[src/rtl/pc_gen_pkg.sv]
// ============================================================================
// Module   : pc_gen_pkg
// Brief    : Shared types and constants for the PC generator slice.
// Revision : 1.0
// ============================================================================
`default_nettype none

package pc_gen_pkg;

    typedef enum logic [1:0] {
        BOOT = 2'd0,
        RUN  = 2'd1,
        HALT = 2'd2
    } pc_state_e;

    typedef enum logic [2:0] {
        EXC  = 3'd0,
        BR   = 3'd1,
        RAS  = 3'd2,
        SEQ  = 3'd3,
        HOLD = 3'd4
    } npc_sel_e;

    localparam int PC_INC = 4;

endpackage

`default_nettype wire

[src/rtl/pc_ras.sv]
// ============================================================================
// Module   : pc_ras
// Brief    : Circular return-address stack; push+pop together replaces the top.
// Revision : 1.0
// ============================================================================
`default_nettype none

module pc_ras #(
    parameter int DW    = 32,
    parameter int DEPTH = 4
) (
    input  logic          clk,
    input  logic          rst_n,
    input  logic          push_i,
    input  logic          pop_i,
    input  logic [DW-1:0] data_i,
    output logic [DW-1:0] top_o,
    output logic          empty_o,
    output logic          full_o
);
    localparam int PW = $clog2(DEPTH);

    logic [PW-1:0] ptr_q, ptr_d;
    logic [PW:0]   cnt_q, cnt_d;
    logic [DW-1:0] mem_q [DEPTH];
    logic [PW-1:0] top_idx;
    logic [PW-1:0] wr_idx;
    logic          wr_en;

    assign top_idx = ptr_q - PW'(1);
    assign top_o   = mem_q[top_idx];
    assign empty_o = (cnt_q == '0);
    assign full_o  = (cnt_q == (PW+1)'(DEPTH));

    // A push into a full stack lands on the oldest slot because the pointer wraps.
    always_comb begin
        ptr_d  = ptr_q;
        cnt_d  = cnt_q;
        wr_en  = 1'b0;
        wr_idx = ptr_q;
        if (push_i && pop_i && !empty_o) begin
            wr_en  = 1'b1;
            wr_idx = top_idx;
        end else if (push_i) begin
            wr_en  = 1'b1;
            ptr_d  = ptr_q + PW'(1);
            cnt_d  = full_o ? cnt_q : cnt_q + (PW+1)'(1);
        end else if (pop_i && !empty_o) begin
            ptr_d  = top_idx;
            cnt_d  = cnt_q - (PW+1)'(1);
        end
    end

    always_ff @(posedge clk or negedge rst_n) begin
        if (!rst_n) begin
            ptr_q <= '0;
            cnt_q <= '0;
        end else begin
            ptr_q <= ptr_d;
            cnt_q <= cnt_d;
        end
    end

    always_ff @(posedge clk) begin
        if (wr_en) begin
            mem_q[wr_idx] <= data_i;
        end
    end

endmodule

`default_nettype wire

[src/rtl/pc_gen.sv]
// ============================================================================
// Module   : pc_gen
// Brief    : Fetch PC generator with exception/branch redirect and halt.
//            Define PC_GEN_RAS_EN to add the return-address stack.
// Revision : 1.0
// ============================================================================
`default_nettype none

module pc_gen
    import pc_gen_pkg::*;
#(
    parameter int            AW        = 32,
    parameter logic [AW-1:0] RESET_VEC = AW'(32'h0000_2FF4),
    parameter int            RAS_DEPTH = 4
) (
    input  logic          clk,
    input  logic          rst_n,
    input  logic          fetch_ready_i,
    input  logic          halt_i,
    input  logic          exc_valid_i,
    input  logic [AW-1:0] exc_vec_i,
    input  logic          br_valid_i,
    input  logic [AW-1:0] br_target_i,
    input  logic          call_i,
    input  logic          ret_i,
    output logic [AW-1:0] pc_o,
    output logic          pc_valid_o,
    output logic          misalign_o
);
    pc_state_e     state_q, state_d;
    npc_sel_e      sel;
    logic [AW-1:0] pc_q, pc_d;
    logic          misalign_q, misalign_d;
    logic          fire;
    logic          redirect;
    logic [AW-1:0] ras_top;
    logic          ras_empty;
    logic          ras_push;
    logic          ras_pop;

    assign fire     = pc_valid_o & fetch_ready_i;
    assign redirect = (state_q != BOOT) & (exc_valid_i | br_valid_i);

`ifdef PC_GEN_RAS_EN
    logic ras_full;
    logic ras_unused;

    assign ras_push   = fire & ~redirect & call_i;
    assign ras_pop    = fire & ~redirect & ret_i & ~ras_empty;
    assign ras_unused = ras_full;

    pc_ras #(
        .DW    (AW),
        .DEPTH (RAS_DEPTH)
    ) u_ras (
        .clk     (clk),
        .rst_n   (rst_n),
        .push_i  (ras_push),
        .pop_i   (ras_pop),
        .data_i  (pc_q + AW'(PC_INC)),
        .top_o   (ras_top),
        .empty_o (ras_empty),
        .full_o  (ras_full)
    );
`else
    logic ras_unused;

    assign ras_push   = 1'b0;
    assign ras_pop    = 1'b0;
    assign ras_top    = '0;
    assign ras_empty  = 1'b1;
    assign ras_unused = ^{call_i, ret_i, ras_push, ras_top, ras_empty};
`endif

    always_comb begin
        sel = HOLD;
        if (state_q != BOOT) begin
            if (exc_valid_i)     sel = EXC;
            else if (br_valid_i) sel = BR;
            else if (ras_pop)    sel = RAS;
            else if (fire)       sel = SEQ;
        end
    end

    // Only exception/branch targets can be misaligned; RAS entries are pc+4.
    always_comb begin
        pc_d       = pc_q;
        misalign_d = 1'b0;
        case (sel)
            EXC: begin
                pc_d       = {exc_vec_i[AW-1:2], 2'b00};
                misalign_d = |exc_vec_i[1:0];
            end
            BR: begin
                pc_d       = {br_target_i[AW-1:2], 2'b00};
                misalign_d = |br_target_i[1:0];
            end
            RAS:     pc_d = ras_top;
            SEQ:     pc_d = pc_q + AW'(PC_INC);
            default: pc_d = pc_q;
        endcase
    end

    always_ff @(posedge clk or negedge rst_n) begin
        if (!rst_n) begin
            state_q    <= BOOT;
            pc_q       <= RESET_VEC;
            misalign_q <= 1'b0;
        end else begin
            state_q    <= state_d;
            pc_q       <= pc_d;
            misalign_q <= misalign_d;
        end
    end

    always_comb begin
        state_d = state_q;
        case (state_q)
            BOOT:    state_d = RUN;
            RUN:     state_d = halt_i ? HALT : RUN;
            HALT:    state_d = (redirect && !halt_i) ? RUN : HALT;
            default: state_d = BOOT;
        endcase
    end

    always_comb begin
        pc_valid_o = (state_q == RUN);
        pc_o       = pc_q;
        misalign_o = misalign_q;
    end

endmodule

`default_nettype wire
[config.mk]
export PLATFORM = sky130hd
export DESIGN_NAME = pc_gen
export DESIGN_NICKNAME = d
export VERILOG_FILES = /design/src/rtl/pc_gen_pkg.sv /design/src/rtl/pc_ras.sv /design/src/rtl/pc_gen.sv
export SDC_FILE = /design/constraint.sdc
export NUM_CORES = 1
export LEC_CHECK = 0
export ABC_CLOCK_PERIOD_IN_PS = 1900
export BUFFER_PORTS_ARGS = -buffer_cell sky130_fd_sc_hd__buf_2
export CAP_MARGIN = 20
export CORE_UTILIZATION = 45
export CTS_BUF_LIST = sky130_fd_sc_hd__clkbuf_4
export CTS_CLUSTER_DIAMETER = 120
export DETAILED_ROUTE_END_ITERATION = 10
export PLACE_DENSITY = 0.79
export SYNTH_ARGS = -nofsm -noshare
export SYNTH_HDL_FRONTEND = slang
export SYNTH_SLANG_ARGS = --single-unit
[constraint.sdc]
create_clock -name clk -period 1.9 [get_ports clk]
set_input_delay 0.38 -clock clk [delete_from_list [all_inputs] [get_ports clk]]
set_output_delay 0.38 -clock clk [all_outputs]
set_load 0.005 [all_outputs]
# After elaboration in Yosys (flattened, before gate mapping)
# Cells that the tools add are included.
[totals]
output_inout_bits = 34
inputBits = 72
word_cells = 29
register_bits = 35
[op_classes]
n_reduce_logical = 8
eq_ne = 5
n_addsub = 1
mux = 9
bitwise = 3
[ops]
columns = ["op", "n"]
rows = [
  ["$pmux W32 S4", 1],
  ["$add A32 B3 Y32 const B", 1],
  ["$mux W3", 4],
  ["$eq A3 B2 Y1 const B", 2],
  ["$pmux W2 S3", 1],
  ["$mux W2", 2],
  ["$reduce_bool A4 Y1", 1],
  ["$reduce_or A2 Y1", 2],
  ["$eq A3 B1 Y1 const B", 1],
  ["$logic_not A3 Y1", 1],
  ["$and A1 B1 Y1", 2],
  ["$eq A2 B1 Y1 const B", 1],
  ["$eq A2 B2 Y1 const B", 1],
  ["$logic_not A2 Y1", 1],
  ["$pmux W1 S2", 1],
  ["$reduce_bool A2 Y1", 1],
  ["$logic_and A1 B1 Y1", 1],
  ["$logic_not A1 Y1", 1],
  ["$or A1 B1 Y1", 1],
]

# Logic depth before layout (Yosys ltp)
# Gate-level depths: netlist of run 1.
[logic_depth]
ltp_word = 8
ltp_mapped = 8
depth_no_buf = 6

# Worst setup path before layout of run 1
# Ideal clock, no wire load.
[synth_timing]
kind = "register -> register"
from = "register pc_q[2], in the netlist pc_o[2]"
to = "register pc_q[22], in the netlist pc_o[22]"
path_buffers = 2
setup_time_ns = 0.065
synth_period_minus_slack_ns = 1.809
path_stages_with_launch = 9
setup_slack_ns = 0.091
required_time_ns = 1.835
arrival_ns = 1.744
cell_sequence = "dfstp_2 -> ha_1 -> and3_1 -> buf_2 -> and3_2 -> buf_6 -> nand3_1 -> o32a_1 -> nand2_1"
[synth_between]
elab_chain_cells = 2
[synth_rtl]
columns = ["element", "line", "rtl"]
rows = [
  ["from (decl)", "pc_gen.sv:32", "logic [AW-1:0] pc_q, pc_d;"],
  ["from (signal assigned)", "pc_gen.sv:111", "pc_q <= pc_d;"],
  ["$add A32 B3 Y32", "pc_gen.sv:99", "SEQ: pc_d = pc_q + AW'(PC_INC);"],
  ["$pmux W32 S4", "pc_gen.sv:89", "case (sel)"],
]
# Every way passes these cells.
# A chain may end at the register's enable or synchronous reset.

# Worst setup path in the final report of run 1
[layout_timing]
from = "register pc_q[2], in the netlist pc_o[2]"
to = "register pc_q[30], in the netlist pc_o[30]"
# The elaborated chain is that of the path after synthesis.

==> run summary, run 1 <==
==================================================================================
Status                                                                finished, final reports clean
Number of vias per cell after detailed routing                                6.07
Post-synthesis async set-or-reset flop share                                  100%
Kind of critical path                                                 flop to flop
H-tree lvl count                                                                 2
Number of antenna violations at the first check in global routing                0
Count of flip-flops with a built-in enable after synthesis                       0
Total CTS buffers                                                                5
Hold_buf cts                                                                     0
Dpl cell area                                                             3060 um2
Share of cells above drive strength 1                                        44.0%
Maximum clock frequency                                                    546 MHz
Overall die area                                                          5820 um2
Post-route DRC                                                                   0
Cell Area, Synth                                                          2480 um2
Cell-internal power                                                        2.39 mW
Clock tree buffer depth                                                          2
IO buf count                                                                   101
CTS sink cnt                                                                    33
Share of total power consumed by net switching                               43.4%
Final Max Slew Viols                                                             0
Via count of the first global-routing pass                                   2,551
Total track usage                                                            25.7%
Number of iterations in the first detailed-routing pass                          7
Worst R2R Setup Slack                                                        70 ps
FILL cells                                                                     459
Remaining number of nets flagged by the antenna check after routing              0
Cell-by-cell listing of the critical path                             ha_4, and3_4, buf_6, nand3_4, nor4_4, nand3_1, a22oi_1
Headroom to the max-slew limit                                               49.9%
CTS tree                                                                       yes
Clock-pin transition on the worst setup and hold timing paths               110 ps
Startpoint kind of the worst setup timing path                                flop
Vias after detailed routing                                                  2,755
Share of power burned in combinational logic                                 53.8%
Half-perimeter wire length after placement                                 5.50 mm
Area used by multi-input combinational logic                              1470 um2
Clock tree root buffer cell                                           sky130_fd_sc_hd__clkbuf_4
Total of flip-flops plus latches after synthesis                                33
Capture point of the worst path                                           pc_o[30]
Critical Path Start                                                        pc_o[2]
Most used flip-flop cell after synthesis                              sky130_fd_sc_hd__dfrtp_1
Post-route setup TNS                                                          0 ps
Antenna diode count                                                              0
Net count reported at finish                                                   456
Worst hold margin                                                           101 ps
Synthesis-to-finish area growth                                              27.6%
Core Box Area                                                             5200 um2
Total Power                                                                4.23 mW
Slew @ Worst Pin                                                            752 ps
Critical path required time                                                2160 ps
Worst hold path type                                                  input port to async pin
Endpoints failing hold                                                           0
Number of unique standard cell types used by synthesis                          55
Kind of capture point of the worst setup path                                 flop
Proportion of power drawn by flip-flops and latches                          36.6%
Max-Cap Viols                                                                    0
Final weighted congestion in routability-driven placement                    0.852
Max VDD drop                                                                788 uV
Cell type of the slowest stage on the worst timing path               sky130_fd_sc_hd__dfstp_2
DIE WIDTH                                                                  76.3 um
Average detailed-routed wire length per instance                           16.3 um
Final standard cell area without fillers                                  3170 um2
Setup Viol. Count Final                                                          0
Grt met2 use                                                                 41.6%
Static power due to leakage                                                1.44 nW
Pin count of the biggest net entering global routing                            34
RR Startpoint                                                              pc_o[2]
Sequential fraction of the synthesis area                                    33.7%
Critical path's largest stage delay                                         610 ps
Global-route wire length before repair                                     12.1 mm
Number of cells produced by synthesis                                          277
Worst setup skew after layout                                              11.5 ps
Worst endpoint data arrival time                                           2090 ps
Height of the die                                                          76.3 um
GR met3 Demand/Resource                                                      5.87%
Part of the cycle the worst path needs                                       96.3%
Largest fanout on the critical path                                              6
Starting density of the core                                                 47.7%
Met1 Track Usage GR                                                          33.9%
Most congested layer reported by global routing                               met2
RSZ-0062 raised after global routing                                          true
Mean instance size in the synthesized netlist                             8.97 um2
Count of boundary I/O pins                                                     106
Switching power of the nets                                                1.84 mW
Portion of total power attributed to the clock network                        9.6%
# rows                                                                          26
Cell depth of the worst flop-to-flop path                                        7
Power per standard cell area                                           1330 nW/um2
Initial drt markers                                                            193
Total wire length after detailed routing                                   7.38 mm
Number of warnings issued by yosys                                               0
Clock insertion delay at the later pin of the skew report                   340 ps
End of the worst register-to-register path                                pc_o[30]
Shortest clock period the worst path allows after layout                   1830 ps
Total congestion overflow                                                        0
Storage element area                                                       838 um2
==================================================================================
worst max-delay path: cells and delay by family, from the launching register on:
kind | cells | cell delay (ps)
compound gates | 1 | 170
fa+ha+maj | 1 | 150
buf+inv | 1 | 100
flops | 1 | 610
simple gates | 4 | 730
cells by family after synthesis:
| group | Yosys count | synth area share [%] |
|---|---|---|
| AO/OA/AOI/OAI | 117 | 34.7 |
| AND/OR/NAND/NOR | 90 | 21.1 |
| flip-flops | 33 | 33.7 |
| buffers and inverters | 34 | 9.42 |
| multiplexers | 1 | 0.403 |
| adder cells (fa/ha/maj) | 1 | 0.503 |
| other | 1 | 0.151 |
metrics by stage:
step / utilization [%] / setup WS (ps) / cells
after floorplan: - / 91.0 / 278
after global placement: 58.7 / 62.4 / 445
after detailed placement: 58.7 / 39.6 / 445
after CTS: 59.8 / 35.4 / 453
after global routing: 60.9 / -20.6 / 454
final: 60.9 / 70.0 / 454
power by group through the flow:
stage          combinational [mW]  clock, mW  sequential [mW]
2_1_floorplan                1.43          0             1.50
3_3_place_gp                 2.16          0             1.51
3_5_place_dp                 2.22          0             1.52
4_1_cts                      2.23      0.412             1.51
5_1_grt                      2.50      0.456             1.61
6_report                     2.28      0.406             1.55
cell type report:
| cell class | count | share of cell area (%) |
|---|---|---|
| Multi-Input combinational cell | 211 | 46.2 |
| Sequential cell | 33 | 26.4 |
| Timing Repair Buffer | 124 | 21.9 |
| Tap cell | 70 | 2.76 |
| Clock buffer | 6 | 1.42 |
| Inverter | 8 | 0.947 |
| Clock inverter | 2 | 0.316 |
worst min path at each step:
stage | depth (start not counted) | endpoint | slack, ps | startpoint
floorplan | 0 | misalign_o | 80 | rst_n
global placement | 1 | pc_o[3] | 490 | rst_n
detailed placement | 1 | pc_o[3] | 490 | rst_n
CTS | 1 | pc_o[24] | 120 | rst_n
global route | 1 | state_q[0] | 130 | rst_n
finish | 1 | pc_o[24] | 100 | rst_n
cells in the final DEF (no fill, tap or decap), types with 3 or more instances in the layout:
cell type	n
sky130_fd_sc_hd__buf_2	101
sky130_fd_sc_hd__o21ai_0	23
sky130_fd_sc_hd__dfrtp_1	23
sky130_fd_sc_hd__buf_4	21
sky130_fd_sc_hd__a21oi_1	19
sky130_fd_sc_hd__nand2_1	18
sky130_fd_sc_hd__nand3_1	17
sky130_fd_sc_hd__a221oi_1	10
sky130_fd_sc_hd__dfstp_2	10
sky130_fd_sc_hd__a2bb2oi_1	9
sky130_fd_sc_hd__inv_1	8
sky130_fd_sc_hd__nor2_1	8
sky130_fd_sc_hd__and3_1	7
sky130_fd_sc_hd__nand4_1	7
sky130_fd_sc_hd__a22oi_1	7
sky130_fd_sc_hd__nor3_1	7
sky130_fd_sc_hd__a31oi_1	7
sky130_fd_sc_hd__clkbuf_4	6
sky130_fd_sc_hd__a221oi_2	5
sky130_fd_sc_hd__and3_4	5
sky130_fd_sc_hd__a221o_1	5
sky130_fd_sc_hd__nor4_1	5
sky130_fd_sc_hd__o21ai_1	4
sky130_fd_sc_hd__o31ai_1	3
sky130_fd_sc_hd__o21ba_1	3
sky130_fd_sc_hd__a21o_1	3
sky130_fd_sc_hd__a22o_1	3
sequential cells by signal (all words and copies together) (netlist names):
register,cells
misalign_o,1
pc_o,30
state_q,2
routing by layer:
layer | up-vias | routed length, um
li1 | 1306 | -
met1 | 1325 | 3210
met2 | 114 | 3620
met3 | 10 | 456
met4 | 0 | 95
met5 | - | 0
what timing repair did:
item,CTS,global route
buffers inserted,0,1
gates resized for setup,0,14
endpoints found under the setup margin,0,12
Yosys cell counts (all sizes together) (4+ instances only):
library cell | number | share of area (%)
nor4 | 6 | 2.1
inv | 8 | 1.2
nand3 | 20 | 4.2
a21oi | 20 | 4.0
nor3 | 7 | 1.4
nand2 | 18 | 2.7
dfstp | 10 | 11
a22oi | 7 | 2.1
clkbuf | 4 | 0.60
and3 | 12 | 3.5
a221o | 5 | 2.0
dfrtp | 23 | 23
nor2 | 9 | 1.5
a221oi | 15 | 6.5
buf | 22 | 7.6
a31oi | 7 | 1.8
o21ai | 28 | 5.8
a2bb2oi | 9 | 3.2
nand4 | 7 | 1.8
(Power assumes the default switching activity.)
==> inputs of run 2 (changes only) <==
Settings changed: BUFFER_PORTS_ARGS -buffer_cell sky130_fd_sc_hd__buf_2 to -buffer_cell sky130_fd_sc_hd__clkbuf_2, CORE_UTILIZATION 45 to 44, CTS_BUF_LIST sky130_fd_sc_hd__clkbuf_4 to default, PLACE_DENSITY 0.79 to 0.78.
==> run 2 against run 1 <==
  * Register-to-register slack barely moved
  * Cell count rose by 1.1%
  * Non-clock buffer count up 5
  * Clock power grew 49%
  * Critical path depth unchanged
  * Routed wire length increased by 3.9%
  * First-iteration DRC count is 6.2% lower
  * Core utilization up 1.3 points
  * Sequential power barely moved
  * Setup slack worse by 9.6 ps
  * Final area is 3.4% higher
  * Combinational power up 4%
  * Critical path type unchanged
  * Critical endpoint is now pc_o[26]
==> run summary, run 2 (synthesized netlist as in run 1, its figures left out) <==
==================================================================================
Status                                                                finished, final reports clean
Final Max Slew Viols                                                             0
Initial drt markers                                                            181
Global-route wire length before repair                                     12.0 mm
Starting density of the core                                                 47.2%
Share of cells above drive strength 1                                        45.0%
IO buf count                                                                   101
Share of power burned in combinational logic                                 52.1%
Setup Viol. Count Final                                                          0
Count of boundary I/O pins                                                     106
Net count reported at finish                                                   461
Headroom to the max-slew limit                                               65.3%
Total track usage                                                            25.5%
H-tree lvl count                                                                 2
Cell-internal power                                                        2.61 mW
Number of vias per cell after detailed routing                                6.11
Proportion of power drawn by flip-flops and latches                          34.6%
Slew @ Worst Pin                                                            521 ps
Kind of capture point of the worst setup path                                 flop
Number of antenna violations at the first check in global routing                0
CTS sink cnt                                                                    33
Final weighted congestion in routability-driven placement                    0.833
Most used cells in the layout excluding fill and tap cells            101 x sky130_fd_sc_hd__clkbuf_2, 25 x sky130_fd_sc_hd__o21ai_0, 25 x sky130_fd_sc_hd__buf_4
Total CTS buffers                                                                5
Post-route DRC                                                                   0
Kind of critical path                                                 flop to flop
RSZ-0062 raised after global routing                                          true
Cell-by-cell listing of the critical path                             ha_4, and3_4, buf_6, nand3_4, nor4_4, nand3_2, a21oi_2
DIE WIDTH                                                                  77.2 um
Clock-pin transition on the worst setup and hold timing paths                70 ps
Vias after detailed routing                                                  2,803
Critical path required time                                                2120 ps
Most common cell after layout, fill and taps aside                    sky130_fd_sc_hd__clkbuf_2
Number of iterations in the first detailed-routing pass                          4
Height of the die                                                          77.2 um
Post-route setup TNS                                                          0 ps
Cell type of the slowest stage on the worst timing path               sky130_fd_sc_hd__dfstp_2
Worst endpoint data arrival time                                           2060 ps
Critical path's largest stage delay                                         600 ps
Dpl cell area                                                             3110 um2
Final standard cell area without fillers                                  3280 um2
Max VDD drop                                                                636 uV
Half-perimeter wire length after placement                                 5.63 mm
Startpoint kind of the worst setup timing path                                flop
Antenna diode count                                                              0
Clock tree root buffer cell                                           sky130_fd_sc_hd__clkbuf_8
Pin count of the biggest net entering global routing                            32
Share of total power consumed by net switching                               42.3%
Overall die area                                                          5950 um2
Power per standard cell area                                           1380 nW/um2
Average detailed-routed wire length per instance                           16.7 um
# rows                                                                          26
Portion of total power attributed to the clock network                       13.4%
Total wire length after detailed routing                                   7.67 mm
Hold_buf cts                                                                     0
Largest fanout on the critical path                                              6
Via count of the first global-routing pass                                   2,473
Final design utilization                                                     62.2%
Worst setup skew after layout                                              7.84 ps
Switching power of the nets                                                1.91 mW
Part of the cycle the worst path needs                                       96.8%
Core Box Area                                                             5270 um2
Static power due to leakage                                                1.50 nW
Worst hold margin                                                          47.6 ps
Total Power                                                                4.53 mW
Synthesis-to-finish area growth                                              31.9%
Worst hold path type                                                  input port to async pin
Remaining number of nets flagged by the antenna check after routing              0
Shortest clock period the worst path allows after layout                   1840 ps
Clock tree buffer depth                                                          2
Max reg flops                                                                   30
Total congestion overflow                                                        0
Max-Cap Viols                                                                    0
Maximum clock frequency                                                    544 MHz
Endpoints failing hold                                                           0
CTS tree                                                                       yes
Clock insertion delay at the later pin of the skew report                   290 ps
==================================================================================
==> run 2: repair_timing <==
action | in CTS | in global routing
gates resized for setup | 0 | 12
buffers inserted | 0 | 1
setup endpoints to repair | 0 | 9
==> run 2: final timing paths <==
check,startpoint,endpoint,slack (ps),depth (start not counted)
min in group clk,halt_i,state_q[0],290,2
max in group asynchronous,rst_n,pc_o[9],1300,2
worst min register to register,pc_o[5],pc_o[5],520,2
worst max register to register,pc_o[2],pc_o[26],60,7
worst max-delay path,pc_o[2],pc_o[26],60,7
worst min-delay path,rst_n,pc_o[3],50,1
==> run 2: area by class of cell <==
class                           count  area (um2)
Sequential cell                    33         838
Fill cell                         478        1990
Inverter                            8        30.0
Timing Repair Buffer              129         744
Clock inverter                      1        5.00
Clock buffer                        7        96.3
Multi-Input combinational cell    211        1480
Tap cell                           70        87.6
==> run 2: power by group through the flow <==
| stage | Clock [mW] | Combinational (mW) | Sequential, mW |
|---|---|---|---|
| floorplan | 0 | 1.43 | 1.50 |
| global placement | 0 | 2.23 | 1.52 |
| detailed placement | 0 | 2.30 | 1.53 |
| CTS | 0.610 | 2.30 | 1.53 |
| global route | 0.640 | 2.58 | 1.61 |
| finish | 0.605 | 2.36 | 1.56 |
==> run 2: critical path: cells and delay by family, from the launching register on <==
| kind | cells | cell delay [ps] |
|---|---|---|
| simple gates | 4 | 750 |
| flops | 1 | 600 |
| fa+ha+maj | 1 | 150 |
| compound gates | 1 | 150 |
| buf+inv | 1 | 100 |
==> run 2: through the flow <==
stage,setup slack [ps],cells
3_5_place_dp,51.0,450
2_1_floorplan,91.0,278
3_3_place_gp,67.0,450
6_report,60.4,459
5_1_grt,-14.1,459
4_1_cts,41.3,458
==> run 2: metal layers <==
metal | GRT usage [%] | up-vias | part of all wire, %
li1 | - | 1313 | -
met4 | 7.36 | 0 | 1.0
met2 | 42.9 | 116 | 50
met5 | 0 | - | 0
met3 | 4.29 | 8 | 5.9
met1 | 33.5 | 1366 | 43
